**src/rtl/mc_divider.sv**
```systemverilog
// ============================================================================
// Module   : mc_divider
// Brief    : Multi-cycle restoring radix-2 divider (DIV/DIVU/REM/REMU).
// Revision : 1.0
// ============================================================================
`default_nettype none

module mc_divider #(
  parameter int BUS_WIDTH    = 64,
  parameter int DIV_OP_WIDTH = 2
) (
  input  logic                    clk,
  input  logic                    rst,
  input  logic                    start,
  input  logic [DIV_OP_WIDTH-1:0] op,
  input  logic [BUS_WIDTH-1:0]    dividend,
  input  logic [BUS_WIDTH-1:0]    divisor,
  output logic                    busy,
  output logic                    stall,
  output logic                    done,
  output logic [BUS_WIDTH-1:0]    result
);

  localparam int                  CNT_W    = (BUS_WIDTH > 1) ? $clog2(BUS_WIDTH) : 1;
  localparam logic [CNT_W-1:0]    CNT_LAST = CNT_W'(BUS_WIDTH - 1);
  localparam logic [BUS_WIDTH-1:0] MOST_NEG = {1'b1, {(BUS_WIDTH-1){1'b0}}};

  typedef enum logic [1:0] {
    IDLE = 2'd0,
    CALC = 2'd1,
    FIX  = 2'd2,
    DONE = 2'd3
  } state_t;

  state_t               state_q, state_d;
  logic [CNT_W-1:0]     cnt_q, cnt_d;
  logic [BUS_WIDTH-1:0] quo_q, quo_d;
  logic [BUS_WIDTH-1:0] rem_q, rem_d;
  logic [BUS_WIDTH-1:0] dvs_q, dvs_d;
  logic                 sign_dd_q, sign_dd_d;
  logic                 sign_dv_q, sign_dv_d;
  logic                 is_rem_q, is_rem_d;
  logic                 busy_q, busy_d;
  logic                 done_q, done_d;
  logic [BUS_WIDTH-1:0] result_q, result_d;

  // op[0] selects unsigned, op[1] selects remainder
  logic                 w_signed_op;
  logic                 w_dd_neg;
  logic                 w_dv_neg;
  logic [BUS_WIDTH-1:0] w_dd_mag;
  logic [BUS_WIDTH-1:0] w_dv_mag;
  logic                 w_div_zero;
  logic                 w_ovf;
  logic                 w_special;
  logic [BUS_WIDTH-1:0] w_special_res;
  logic [BUS_WIDTH:0]   w_rem_wide;
  logic [BUS_WIDTH:0]   w_diff;
  logic [BUS_WIDTH-1:0] w_quo_fix;
  logic [BUS_WIDTH-1:0] w_rem_fix;

  always_comb begin
    w_signed_op = ~op[0];
    w_dd_neg    = w_signed_op & dividend[BUS_WIDTH-1];
    w_dv_neg    = w_signed_op & divisor[BUS_WIDTH-1];
    w_dd_mag    = w_dd_neg ? ('0 - dividend) : dividend;
    w_dv_mag    = w_dv_neg ? ('0 - divisor) : divisor;
    w_div_zero  = (divisor == '0);
    w_ovf       = w_signed_op & (dividend == MOST_NEG) & (divisor == '1);
    w_special   = w_div_zero | w_ovf;
    if (w_div_zero) begin
      w_special_res = op[1] ? dividend : '1;
    end else begin
      w_special_res = op[1] ? '0 : dividend;
    end

    // Shifted partial remainder needs one extra bit before the trial subtract
    w_rem_wide = {rem_q, quo_q[BUS_WIDTH-1]};
    w_diff     = w_rem_wide - {1'b0, dvs_q};

    // Sign flags are only ever set for signed ops, so no op check is needed here
    w_quo_fix  = (sign_dd_q ^ sign_dv_q) ? ('0 - quo_q) : quo_q;
    w_rem_fix  = sign_dd_q ? ('0 - rem_q) : rem_q;
  end

  always_comb begin
    state_d   = state_q;
    cnt_d     = cnt_q;
    quo_d     = quo_q;
    rem_d     = rem_q;
    dvs_d     = dvs_q;
    sign_dd_d = sign_dd_q;
    sign_dv_d = sign_dv_q;
    is_rem_d  = is_rem_q;
    busy_d    = busy_q;
    done_d    = 1'b0;
    result_d  = result_q;

    case (state_q)
      IDLE: begin
        if (start) begin
          is_rem_d  = op[1];
          sign_dd_d = w_dd_neg;
          sign_dv_d = w_dv_neg;
          quo_d     = w_dd_mag;
          dvs_d     = w_dv_mag;
          rem_d     = '0;
          cnt_d     = '0;
          if (w_special) begin
            result_d = w_special_res;
            done_d   = 1'b1;
            state_d  = DONE;
          end else begin
            busy_d  = 1'b1;
            state_d = CALC;
          end
        end
      end
      CALC: begin
        if (!w_diff[BUS_WIDTH]) begin
          rem_d = w_diff[BUS_WIDTH-1:0];
          quo_d = {quo_q[BUS_WIDTH-2:0], 1'b1};
        end else begin
          rem_d = w_rem_wide[BUS_WIDTH-1:0];
          quo_d = {quo_q[BUS_WIDTH-2:0], 1'b0};
        end
        cnt_d = cnt_q + 1'b1;
        if (cnt_q == CNT_LAST) begin
          cnt_d   = '0;
          state_d = FIX;
        end
      end
      FIX: begin
        result_d = is_rem_q ? w_rem_fix : w_quo_fix;
        busy_d   = 1'b0;
        done_d   = 1'b1;
        state_d  = DONE;
      end
      DONE: begin
        state_d = IDLE;
      end
      default: begin
        state_d = IDLE;
      end
    endcase
  end

  always_ff @(posedge clk or posedge rst) begin
    if (rst) begin
      state_q   <= IDLE;
      cnt_q     <= '0;
      quo_q     <= '0;
      rem_q     <= '0;
      dvs_q     <= '0;
      sign_dd_q <= 1'b0;
      sign_dv_q <= 1'b0;
      is_rem_q  <= 1'b0;
      busy_q    <= 1'b0;
      done_q    <= 1'b0;
      result_q  <= '0;
    end else begin
      state_q   <= state_d;
      cnt_q     <= cnt_d;
      quo_q     <= quo_d;
      rem_q     <= rem_d;
      dvs_q     <= dvs_d;
      sign_dd_q <= sign_dd_d;
      sign_dv_q <= sign_dv_d;
      is_rem_q  <= is_rem_d;
      busy_q    <= busy_d;
      done_q    <= done_d;
      result_q  <= result_d;
    end
  end

  // Freeze EX from the request cycle; special cases finish without stalling
  assign stall  = ((state_q == IDLE) & start & ~w_special) | busy_q;
  assign busy   = busy_q;
  assign done   = done_q;
  assign result = result_q;

endmodule

`default_nettype wire

```
**config.mk**
```make
export PLATFORM = sky130hd
export DESIGN_NAME = mc_divider
export DESIGN_NICKNAME = d
export VERILOG_FILES = /design/src/rtl/mc_divider.sv
export SDC_FILE = /design/constraint.sdc
export NUM_CORES = 1
export LEC_CHECK = 0
export CORE_MARGIN = 2
export CORE_UTILIZATION = 49
export DETAILED_ROUTE_END_ITERATION = 10
export PLACE_DENSITY = 0.74
export SLEW_MARGIN = 40
export SYNTH_ARGS = -nofsm -noshare
export SYNTH_HDL_FRONTEND = slang
export SYNTH_SLANG_ARGS = --single-unit
```
**constraint.sdc**
```tcl
create_clock -name clk -period 18.35 [get_ports clk]
set_input_delay 1.835 -clock clk [delete_from_list [all_inputs] [get_ports clk]]
set_output_delay 1.835 -clock clk [all_outputs]
set_load 0.005 [all_outputs]
```
# Word level (Yosys, flattened, before mapping)
# Index checks and enable logic that the tools add are counted.
# word_totals
wordCells	77
inputBits	133
output_inout_bits	67
ff_bits	269
# classes
reduce_logical	9
n_eq_ne	10
addsub	6
n_bitwise	11
mux	30
# ops
op	n
$mux 64	13
$pmux 64 s2	3
$sub 1x64->64 const A	4
$eq 64x64->1 const B	2
$sub 65x64->65	1
$logic_not 64->1	1
$mux 6	2
$pmux 6 s2	1
$ne 2x2->1 const B	4
$pmux 2 s4	1
$add 6x1->6 const B	1
$and 1x1->1	6
$eq 6x6->1 const B	1
$mux 2	3
$reduce_and 2->1	3
$reduce_and 3->1	2
$mux 1	5
$eq 2x2->1 const B	2
$pmux 1 s2	2
$reduce_bool 2->1	2
$eq 2x1->1 const B	1
$logic_not 2->1	1
$not 1->1	2
$or 1x1->1	2
$xor 1x1->1	1

# Longest topological paths before layout
# Gate-level depths: netlist (run 1).
# depth
depth_word	7
depth_mapped	14

# Worst setup path before layout (run 1)
# No wires, ideal clock.
# synth_path
kind	input-to-output
startpoint	input port divisor[0]
endpoint	output port stall
cell_stages	11
path_slack_ps	12456
required_ps	16515
path_buffers	1
arrival_ps	4059
path_cell_list	inv_1 -> ha_1 -> or4b_1 -> nor4_4 -> nand4b_1 -> or3_1 -> buf_2 -> nor2_1 -> a21oi_1 -> nand3_1 -> nand2b_1
# synth_between
elab_chain_cells	6
# synth_lines
element	line	rtl
start, declared	17	input logic [BUS_WIDTH-1:0] divisor,
$eq 64x64->1	69	w_ovf = w_signed_op & (dividend == MOST_NEG) & (divisor == '1);
$and 1x1->1	69	
$or 1x1->1 *	70	w_special = w_div_zero | w_ovf;
$not 1->1 *	177	assign stall = ((state_q == IDLE) & start & ~w_special) | busy_q;
$and 1x1->1 *	177	
$or 1x1->1 *	177	
end, declared	19	output logic stall,
# Mark *: on every way between the ends. The rest lies on a longest branch, timed or not.

# Worst setup path in the final report (run 1)
# Same ends and word-level chain as after synthesis.

==> results of run 1 <==
-- flip-flops by register name, indices dropped and copies added (netlist names), 2 cells and up --
name / flops
rem_q: 64
quo_q: 64
cnt_q: 6
dvs_q: 64
result: 64
state_q: 2
-- synth_stat cells, types with 4 or more instances --
cell type / count
sky130_fd_sc_hd__nand2_1: 350
sky130_fd_sc_hd__o21ai_0: 346
sky130_fd_sc_hd__dfrtp_1: 269
sky130_fd_sc_hd__a21oi_1: 252
sky130_fd_sc_hd__nor2_1: 208
sky130_fd_sc_hd__xnor2_1: 168
sky130_fd_sc_hd__clkbuf_1: 133
sky130_fd_sc_hd__xor2_1: 126
sky130_fd_sc_hd__inv_1: 100
sky130_fd_sc_hd__ha_1: 73
sky130_fd_sc_hd__nor3_1: 63
sky130_fd_sc_hd__mux2i_1: 61
sky130_fd_sc_hd__o31ai_1: 51
sky130_fd_sc_hd__o211ai_1: 46
sky130_fd_sc_hd__nand3_1: 42
sky130_fd_sc_hd__nand4_1: 42
sky130_fd_sc_hd__or3_1: 38
sky130_fd_sc_hd__a31oi_1: 36
sky130_fd_sc_hd__nor4_1: 33
sky130_fd_sc_hd__a21o_1: 31
sky130_fd_sc_hd__or4_1: 27
sky130_fd_sc_hd__nand2b_1: 25
sky130_fd_sc_hd__buf_2: 22
sky130_fd_sc_hd__o21ai_1: 20
sky130_fd_sc_hd__o41ai_1: 20
sky130_fd_sc_hd__o21bai_1: 19
sky130_fd_sc_hd__a32oi_1: 15
sky130_fd_sc_hd__and3_1: 14
sky130_fd_sc_hd__o21a_1: 14
sky130_fd_sc_hd__and2_1: 12
sky130_fd_sc_hd__or2_2: 12
sky130_fd_sc_hd__nor2b_1: 11
sky130_fd_sc_hd__buf_1: 10
sky130_fd_sc_hd__a221o_1: 9
sky130_fd_sc_hd__o221ai_1: 9
sky130_fd_sc_hd__o22a_1: 9
sky130_fd_sc_hd__a211oi_1: 7
sky130_fd_sc_hd__nand3b_1: 7
sky130_fd_sc_hd__a311oi_1: 6
sky130_fd_sc_hd__a221oi_1: 5
sky130_fd_sc_hd__nor3b_1: 5
sky130_fd_sc_hd__nand4b_1: 4
sky130_fd_sc_hd__o41ai_2: 4
-- per-stage QoR --
step                instances  cell area (um^2)  hold WS (ns)  util (%)
global placement         3469             24300         0.462      54.9
CTS                      3522             25400         0.482      57.4
detailed placement       3469             24400         0.468      55.0
finish                   3523             25500         0.481      57.5
floorplan                2822             22000         0.450         -
global route             3523             25500         0.500      57.5
-- metal layers --
| metal | global-route usage, % | vias to the layer above | wire length (um) |
|---|---|---|---|
| met1 | 43.7 | 10400 | 33200 |
| met2 | 47.2 | 922 | 31700 |
| li1 | - | 10400 | - |
| met5 | 0 | - | 13 |
| met3 | 3.85 | 119 | 5360 |
| met4 | 8.68 | 2 | 1840 |
-- cells in the final DEF (no fill, tap or decap), drive strengths merged, types with 38 or more instances in the layout --
master         netlist  layout
o21ai              367     367
nand2              350     350
dfrtp              269     269
a21oi              253     253
nor2               208     208
clkdlybuf4s50        0     199
xnor2              168     168
xor2               126     126
inv                100      99
ha                  73      73
nor3                65      65
mux2i               61      61
o31ai               51      51
o211ai              46      46
clkbuf             133      44
nand4               42      42
nand3               42      42
or3                 39      39
nor4                38      38
-- tightest hold or removal path, delay by kind of cell, from the launching register on --
kind	cells	cell delay (ns)
flip-flops	1	0.34
AND/OR/NAND/NOR	1	0.05
AO/OA/AOI/OAI	1	0.06
-- report_power, final --
| part | internal (uW) | switching [uW] |
|---|---|---|
| Combinational | 833 | 1330 |
| Sequential | 816 | 219 |
| Clock | 384 | 259 |
-- worst max path at each step --
| stage | to | slack [ns] |
|---|---|---|
| 5_1_grt | stall | 10.67 |
| 3_5_place_dp | stall | 10.88 |
| 4_1_cts | stall | 10.79 |
| 6_report | stall | 10.82 |
| 3_3_place_gp | stall | 10.96 |
| 2_1_floorplan | busy | 9.10 |
-- cell families (layout without fill, tap and decap cells) --
kind of cell | count (synthesis) | count (layout)
compound gates | 935 | 935
xor+xnor | 294 | 294
fa+ha+maj | 74 | 74
buf+inv | 267 | 376
flops | 269 | 269
mux | 62 | 62
simple gates | 921 | 921
-- area by class of cell --
type	count	area, um^2
well taps	592	741
flip-flops and latches	269	6730
clock inverters	9	124
inverters	100	388
multi-input cells	2286	14400
fillers	4085	18800
clock buffers	44	915
repair buffers	223	2230
==> flow_metrics.tcl, run 1 <==
set metrics [dict create \
    run_status "complete, no violations" \
    mappedNetlistArea_mm2 0.0220 \
    worst_ep_required_time_ns 16.51 \
    buffer_cell_driving_the_clock_tree_root "sky130_fd_sc_hd__clkbuf_16" \
    die-area_mm2 0.0466 \
    synth_enable_flop_cells 0 \
    critical_path_peak_fanout 7 \
    drt-wirelength-per-cell_um 20.5 \
    place.gp.congestion 0.974 \
    postRouteWirelength_um 72100 \
    worst-setup-path-type "in2out" \
    synthArstFlopShare_pct 100 \
    floorplan.initialDensity_pct 49.7 \
    power.ir.vdd_worst_mv 0.134 \
    worst_path_dominant_cell_family "simple AND/OR/NAND/NOR gates" \
    cts_tree "done" \
    die_width_um 216 \
    clock_insertion_delay_worst_skew_ns 0.59 \
    synth.top_cell.area_share_pct 30.6 \
    core-area_mm2 0.0443 \
    final.period_utilization_pct 41.0 \
    antenna_violations_before_repair 1 \
    cts_hold_buf 0 \
    timing.setup.tns_ns 0 \
    part_of_the_yosys_area_used_for_sequential_elements_pct 30.6 \
    vias 21800 \
    cts-htree-levels 1 \
    overflow 0 \
    post_synth_xor_area_fraction_pct 11.7 \
    regToRegStartpoint "quo_q[63]" \
    grt_usage_pct 30.2 \
    cts_resized 0 \
    place.port_buffers 199 \
    cell_taking_the_most_area_after_synthesis "sky130_fd_sc_hd__dfrtp_1" \
    worst_slew_margin_relative_to_its_limit_pct 42.8 \
    clock.fmax_mhz 133 \
    crit_path_end_kind "primary output" \
    cap_violations 0 \
    drc_marker_count_from_the_first_detailed_route_iteration 2266 \
    grt_start_max_net_pins 156 \
    r2r_end "rem_q[60]" \
    timing.hold.worst_endpoint "dvs_q[23]" \
    drc 0 \
    boundaryPins 200 \
    worst_hold_path.num_cells 2 \
    synth-seq-cells 269 \
    finalCriticalPeriod_ns 7.53 \
    final_critical_path_setup_slack_ns 10.82 \
    cts.repair_timing.setup_buffer_count 0 \
    synth-simple-area-share_pct 20.2 \
    list_of_cells_traversed_by_the_critical_path "clkdlybuf4s50_1, inv_1, ha_1, or4b_1, nor4_4, nand4b_1, or3_1, nor2_1, a21oi_1, nand3_1, nand2b_1, clkdlybuf4s50_1" \
    ff2ff_setup_slack_ns 13.63 \
    first_pass_grt_wire_length_um 114000 \
    worst_setup_path_start_kind "input pin" \
    synth.net_count 3029 \
    timing.hold.worst.class "reg2reg" \
    drtPass1Iterations 5 \
    cts_sinks 269 \
    design.final.nets 3117 \
    floorplan.die.height_um 216 \
    drive_above_1_share_pct 4.44 \
    final-hold-violation-count 0 \
    via_per_inst 6.18 \
    synthCells 2822 \
    num_antenna_cells 0 \
    total_power_divided_by_cell_area_mw_per_mm2 151 \
    crit_slowest_cell "sky130_fd_sc_hd__or3_1" \
    arrival_time_reported_for_the_critical_path_endpoint_ns 5.70 \
    synth_adder_area_share_pct 4.24 \
    syn2layout_area_growth_pct 15.8 \
    final_max_slew_viol_count 0 \
    postSynthAreaPerCell_um2 7.80 \
    cts-buffers-inserted 30 \
    synth_top_flop_cell "sky130_fd_sc_hd__dfrtp_1" \
    critical_path.most_common_cell "sky130_fd_sc_hd__clkdlybuf4s50_1" \
    vias_in_the_first_global_route 20700 \
    post_synth_num_cell_types 87 \
    preCtsSetupSlack_ns 10.88 \
    cp_num_buf_inv 3 \
    yosys-top-cells-area "sky130_fd_sc_hd__dfrtp_1, sky130_fd_sc_hd__o21ai_0, sky130_fd_sc_hd__xnor2_1" \
    critical_path_startpoint "divisor[0]" \
    worstHoldStart "dvs_q[23]" \
    worst_pin_slew_ns 0.857 \
    report.power.total_uw 3840 \
    report.final.setup_viol 0 \
    drtAntennaViolNets 0 \
    power.static_leakage_uw 0.0104 \
    placement_rows 77 \
    setup_repair_after_global_routing_missed_its_margin "false" \
    timing.critical_path.slowest_cell_delay_ns 0.70 \
    muxShareOfSynthArea_pct 2.83 \
    dp.final_hpwl_um 53100 \
    finalClockSkew_ns 0.0142 \
    largest_family_of_logic_cells_by_synthesized_area "compound AO/OA/AOI/OAI gates" \
    clockBufferDepth 3 \
    crit_cells 12 \
    ff2ff_path_depth 14 \
    ys.warnings.count 0 \
    cts.clk_slew.worst_paths_ns 0.05 \
    synth_compound_gate_area_share_pct 25.7 \
]
No activity file was read; power rests on OpenSTA's default activity.
==> run 2: changes to the inputs <==
Clock period 18.35 ns to 7.3 ns, I/O delays scaled along.
==> flow_metrics.tcl, run 2 (synthesis results as in run 1) <==
set metrics [dict create \
    dpl.cell_count 3472 \
    worst_pin_slew_ns 0.882 \
    dp.final_hpwl_um 53500 \
    cts_hold_buf 0 \
    vias 21600 \
    worst_slew_margin_relative_to_its_limit_pct 41.0 \
    buffer_cell_driving_the_clock_tree_root "sky130_fd_sc_hd__clkbuf_16" \
    drtPass1Iterations 6 \
    critical_path_peak_fanout 7 \
    finalCriticalPeriod_ns 5.26 \
    cts_sinks 269 \
    regToRegStartpoint "quo_q[63]" \
    via_per_inst 6.11 \
    worst_ep_required_time_ns 6.57 \
    die_width_um 216 \
    final-hold-violation-count 0 \
    placement_rows 77 \
    final_max_slew_viol_count 0 \
    clock.fmax_mhz 190 \
    cts_resized 0 \
    cts_tree "done" \
    total_power_divided_by_cell_area_mw_per_mm2 377 \
    crit_slowest_cell "sky130_fd_sc_hd__or4_1" \
    cts.clk_slew.worst_paths_ns 0.05 \
    crit_path_end_kind "primary output" \
    layout.cells.most_common_list "sky130_fd_sc_hd__nand2_1, sky130_fd_sc_hd__o21ai_0, sky130_fd_sc_hd__dfrtp_1" \
    postRouteWirelength_um 70900 \
    mostFrequentLayoutCell "sky130_fd_sc_hd__nand2_1" \
    vias_in_the_first_global_route 20300 \
    antenna_violations_before_repair 1 \
    worstHoldStart "dvs_q[6]" \
    timing.hold.worst.class "reg2reg" \
    place.port_buffers 199 \
    arrival_time_reported_for_the_critical_path_endpoint_ns 4.53 \
    final_critical_path_setup_slack_ns 2.04 \
    cts-buffers-inserted 31 \
    syn2layout_area_growth_pct 15.9 \
    overflow 0 \
    cap_violations 0 \
    drtAntennaViolNets 0 \
    power.static_leakage_uw 0.0104 \
    first_pass_grt_wire_length_um 113000 \
    floorplan.die.height_um 216 \
    stdcell_count 3529 \
    timing.setup.tns_ns 0 \
    drive_above_1_share_pct 4.53 \
    preCtsSetupSlack_ns 1.94 \
    grt_usage_pct 29.8 \
    cts.repair_timing.setup_buffer_count 0 \
    worst_setup_path_start_kind "input pin" \
    design.final.nets 3121 \
    grt_start_max_net_pins 146 \
    run_status "complete, no violations" \
    list_of_cells_traversed_by_the_critical_path "clkdlybuf4s50_1, or4_1, nor3_1, and4_1, nand2_1, nor4_2, a21oi_1, nand3_1, nand2b_1, clkdlybuf4s50_1" \
    floorplan.initialDensity_pct 49.7 \
    critical_path.most_common_cell "sky130_fd_sc_hd__clkdlybuf4s50_1" \
    boundaryPins 200 \
    setup_repair_after_global_routing_missed_its_margin "false" \
    cts-htree-levels 1 \
    worst-setup-path-type "in2out" \
    drt-wirelength-per-cell_um 20.1 \
    core-area_mm2 0.0443 \
    final.period_utilization_pct 72.1 \
    drc 0 \
    cp_num_buf_inv 2 \
    drc_marker_count_from_the_first_detailed_route_iteration 1962 \
    finalClockSkew_ns 0.0158 \
    place.gp.congestion 0.978 \
    post_route_hold_slack_ns 0.478 \
    timing.critical_path.slowest_cell_delay_ns 0.60 \
    post-route-util_pct 57.5 \
    die-area_mm2 0.0466 \
    num_antenna_cells 0 \
    report.final.setup_viol 0 \
    final.fill_count 4086 \
    power.ir.vdd_worst_mv 0.238 \
    clockBufferDepth 3 \
    critical_path_startpoint "dividend[10]" \
    worst_path_dominant_cell_family "simple AND/OR/NAND/NOR gates" \
    clock_insertion_delay_worst_skew_ns 0.60 \
]
-- run 2: changes by cell type in the layout (fill, tap and decap cells not counted), moves of 2 or more --
cell	before	now
sky130_fd_sc_hd__clkbuf_1	4	7
sky130_fd_sc_hd__buf_4	16	18
sky130_fd_sc_hd__clkinvlp_4	0	2
sky130_fd_sc_hd__nor4_1	33	31
sky130_fd_sc_hd__nor4_2	3	5
-- run 2: power by group --
group / total [uW] / switching [uW] / leakage, uW / internal, uW
Clock: 1610 / 660 / 0.000511 / 946
Combinational: 5370 / 3280 / 0.00647 / 2090
Sequential: 2650 / 596 / 0.00341 / 2050
Total: 9620 / 4530 / 0.0104 / 5090
-- run 2: worst paths after layout --
check	endpoint	slack, ns	cells after the start
max	stall	2.04	10
min	dvs_q[6]	0.48	2
max reg2reg	rem_q[27]	2.64	14
min reg2reg	dvs_q[6]	0.48	2
max in group asynchronous	sign_dd_q	5.29	5
min in group asynchronous	result[14]	0.67	3
-- run 2: layout make-up --
| type | instances | area [um^2] | area share, % |
|---|---|---|---|
| Clock inverter | 8 | 96.3 | 0.378 |
| Timing Repair Buffer | 226 | 2260 | 8.87 |
| Multi-Input combinational cell | 2286 | 14300 | 56.2 |
| Inverter | 100 | 379 | 1.49 |
| Tap cell | 592 | 741 | 2.91 |
| Sequential cell | 269 | 6740 | 26.4 |
| Clock buffer | 48 | 940 | 3.69 |
-- run 2: tightest hold or removal path: stages (launching register included) --
cell                      delay (ns)
sky130_fd_sc_hd__dfrtp_1        0.34
sky130_fd_sc_hd__nand2_1        0.05
sky130_fd_sc_hd__o21ai_0        0.06
-- run 2: routing by layer --
layer  wire [um]  track usage [%]  share of wire, %  vias up
met4        1860             8.15               2.6        0
met1       32000             43.8                45    10100
met5           0                0                 0        -
met3        5980             3.42               8.4      122
met2       31100             46.3                44      946
li1            -                -                 -    10400
-- run 2: through the flow --
step                cell area (um^2)  total power (uW)
global route                   25500             10400
CTS                            25400              9560
finish                         25500              9620
global placement               24400              7780
floorplan                      22000              6240
detailed placement             24400              7920
==> run 3: changes to the inputs <==
Clock period 7.3 ns to 5.37 ns, I/O delays scaled along.
==> flow_metrics.tcl, run 3 (synthesis results as in run 1) <==
set metrics [dict create \
    run_status "complete, no violations" \
    layout.cells.most_common_list "sky130_fd_sc_hd__nand2_1, sky130_fd_sc_hd__o21ai_0, sky130_fd_sc_hd__dfrtp_1" \
    arrival_time_reported_for_the_critical_path_endpoint_ns 4.34 \
    worst-setup-path-type "in2out" \
    ff2ff_path_depth 14 \
    worst_ep_required_time_ns 4.83 \
    ff2ff_setup_slack_ns 1.11 \
    finalCriticalPeriod_ns 4.87 \
    dp.final_hpwl_um 54300 \
    place.gp.congestion 0.970 \
    drtPass1Iterations 6 \
    drc 0 \
    floorplan.initialDensity_pct 49.7 \
    clock_insertion_delay_worst_skew_ns 0.56 \
    placement_rows 77 \
    worst_pin_slew_ns 0.837 \
    final_max_slew_viol_count 0 \
    postRouteWirelength_um 71900 \
    boundaryPins 200 \
    drive_above_1_share_pct 4.91 \
    r2r_end "rem_q[35]" \
    cts_resized 0 \
    finalClockSkew_ns 0.0183 \
    cts-buffers-inserted 34 \
    cts.repair_timing.setup_buffer_count 0 \
    timing.hold.worst.class "in2async" \
    finalInstanceArea_mm2 0.0257 \
    total_power_divided_by_cell_area_mw_per_mm2 520 \
    core-area_mm2 0.0443 \
    report.final.setup_viol 0 \
    overflow 0 \
    syn2layout_area_growth_pct 16.6 \
    cts_sinks 269 \
    final.period_utilization_pct 90.8 \
    cts_hold_buf 0 \
    clock.fmax_mhz 205 \
    buffer_cell_driving_the_clock_tree_root "sky130_fd_sc_hd__clkbuf_16" \
    first_pass_grt_wire_length_um 113000 \
    crit_slowest_cell "sky130_fd_sc_hd__or3_1" \
    grt_usage_pct 30.2 \
    place.port_buffers 199 \
    vias_in_the_first_global_route 20400 \
    setup_repair_after_global_routing_missed_its_margin "false" \
    drc_marker_count_from_the_first_detailed_route_iteration 2244 \
    grt_start_max_net_pins 113 \
    timing.critical_path.slowest_cell_delay_ns 0.69 \
    power.ir.vdd_worst_mv 0.477 \
    via_per_inst 6.11 \
    power.static_leakage_uw 0.0105 \
    cts_tree "done" \
    postPlaceCellArea_mm2 0.0245 \
    drtAntennaViolNets 0 \
    antenna_violations_before_repair 1 \
    cts.clk_slew.worst_paths_ns 0.05 \
    clockBufferDepth 3 \
    critical_path.most_common_cell "sky130_fd_sc_hd__clkdlybuf4s50_1" \
    cts-htree-levels 2 \
    critical_path_peak_fanout 7 \
    worst_setup_path_start_kind "input pin" \
    floorplan.die.height_um 216 \
    worst_slew_margin_relative_to_its_limit_pct 44.2 \
    regToRegStartpoint "quo_q[63]" \
    final-hold-violation-count 0 \
    drt-wirelength-per-cell_um 20.3 \
    design.final.nets 3135 \
    timing.setup.tns_ns 0 \
    mostFrequentLayoutCell "sky130_fd_sc_hd__nand2_1" \
    cap_violations 0 \
    die_width_um 216 \
    num_antenna_cells 0 \
    list_of_cells_traversed_by_the_critical_path "clkdlybuf4s50_1, inv_1, ha_1, or4b_1, nor4_4, nand4b_1, or3_1, nor2_1, a21oi_1, nand3_1, nand2b_1, clkdlybuf4s50_1" \
    crit_path_end_kind "primary output" \
    die-area_mm2 0.0466 \
    vias 21700 \
]
## run 3: changes by cell type in the layout (fill, tap and decap cells not counted), moves of 2 or more
| cell | before | now |
|---|---|---|
| sky130_fd_sc_hd__nor4_2 | 5 | 3 |
| sky130_fd_sc_hd__nor4_1 | 31 | 33 |
| sky130_fd_sc_hd__clkbuf_8 | 10 | 6 |
| sky130_fd_sc_hd__clkinv_2 | 4 | 6 |
| sky130_fd_sc_hd__buf_4 | 18 | 31 |
| sky130_fd_sc_hd__clkbuf_16 | 31 | 37 |
| sky130_fd_sc_hd__buf_6 | 6 | 3 |
## run 3: stage by stage
| step | utilization (%) | setup WS, ns | cells | total power [uW] | hold WS (ns) |
|---|---|---|---|---|---|
| detailed placement | 55.3 | 0.525 | 3484 | 10900 | 0.471 |
| floorplan | - | 1.28 | 2822 | 8480 | 0.450 |
| CTS | 57.9 | 0.526 | 3544 | 13300 | 0.483 |
| global placement | 55.2 | 0.667 | 3483 | 10600 | 0.463 |
| finish | 57.9 | 0.495 | 3544 | 13300 | 0.469 |
| global route | 57.9 | 0.251 | 3544 | 14300 | 0.504 |
## run 3: worst max path at each step
stage | endpoint | startpoint | depth (start not counted)
after floorplan | busy | rst | 1
after global placement | stall | divisor[1] | 12
after detailed placement | stall | divisor[0] | 12
after CTS | stall | divisor[0] | 12
after global routing | stall | divisor[0] | 12
final | stall | divisor[1] | 12
## run 3: cell type report
cell class              instances  area [um^2]
clock buffers                  50         1030
clock inverters                10          106
fillers                      4118        18600
inverters                     100          379
multi-input cells            2286        14300
flip-flops and latches        269         6730
well taps                     592          741
repair buffers                237         2350
## run 3: routing by layer
metal	vias up	global-route usage [%]	routed length, um
met1	10200	43.2	32700
met3	120	5.40	5880
met5	-	0	13
met2	902	46.4	31300
met4	2	9.38	1970
li1	10400	-	-
## run 3: worst max-delay path: cells and delay by family
kind	cells	cell delay, ns
simple gates	7	2.44
compound gates	1	0.16
fa+ha+maj	1	0.17
buf+inv	3	0.99
## run 3: where the power goes
part / switching [uW] / internal [uW] / leakage [uW] / total, uW
Clock: 928 / 1430 / 0.000563 / 2360
Sequential: 769 / 2790 / 0.00341 / 3560
Combinational: 4550 / 2880 / 0.00653 / 7420
Total: 6240 / 7100 / 0.0105 / 13300
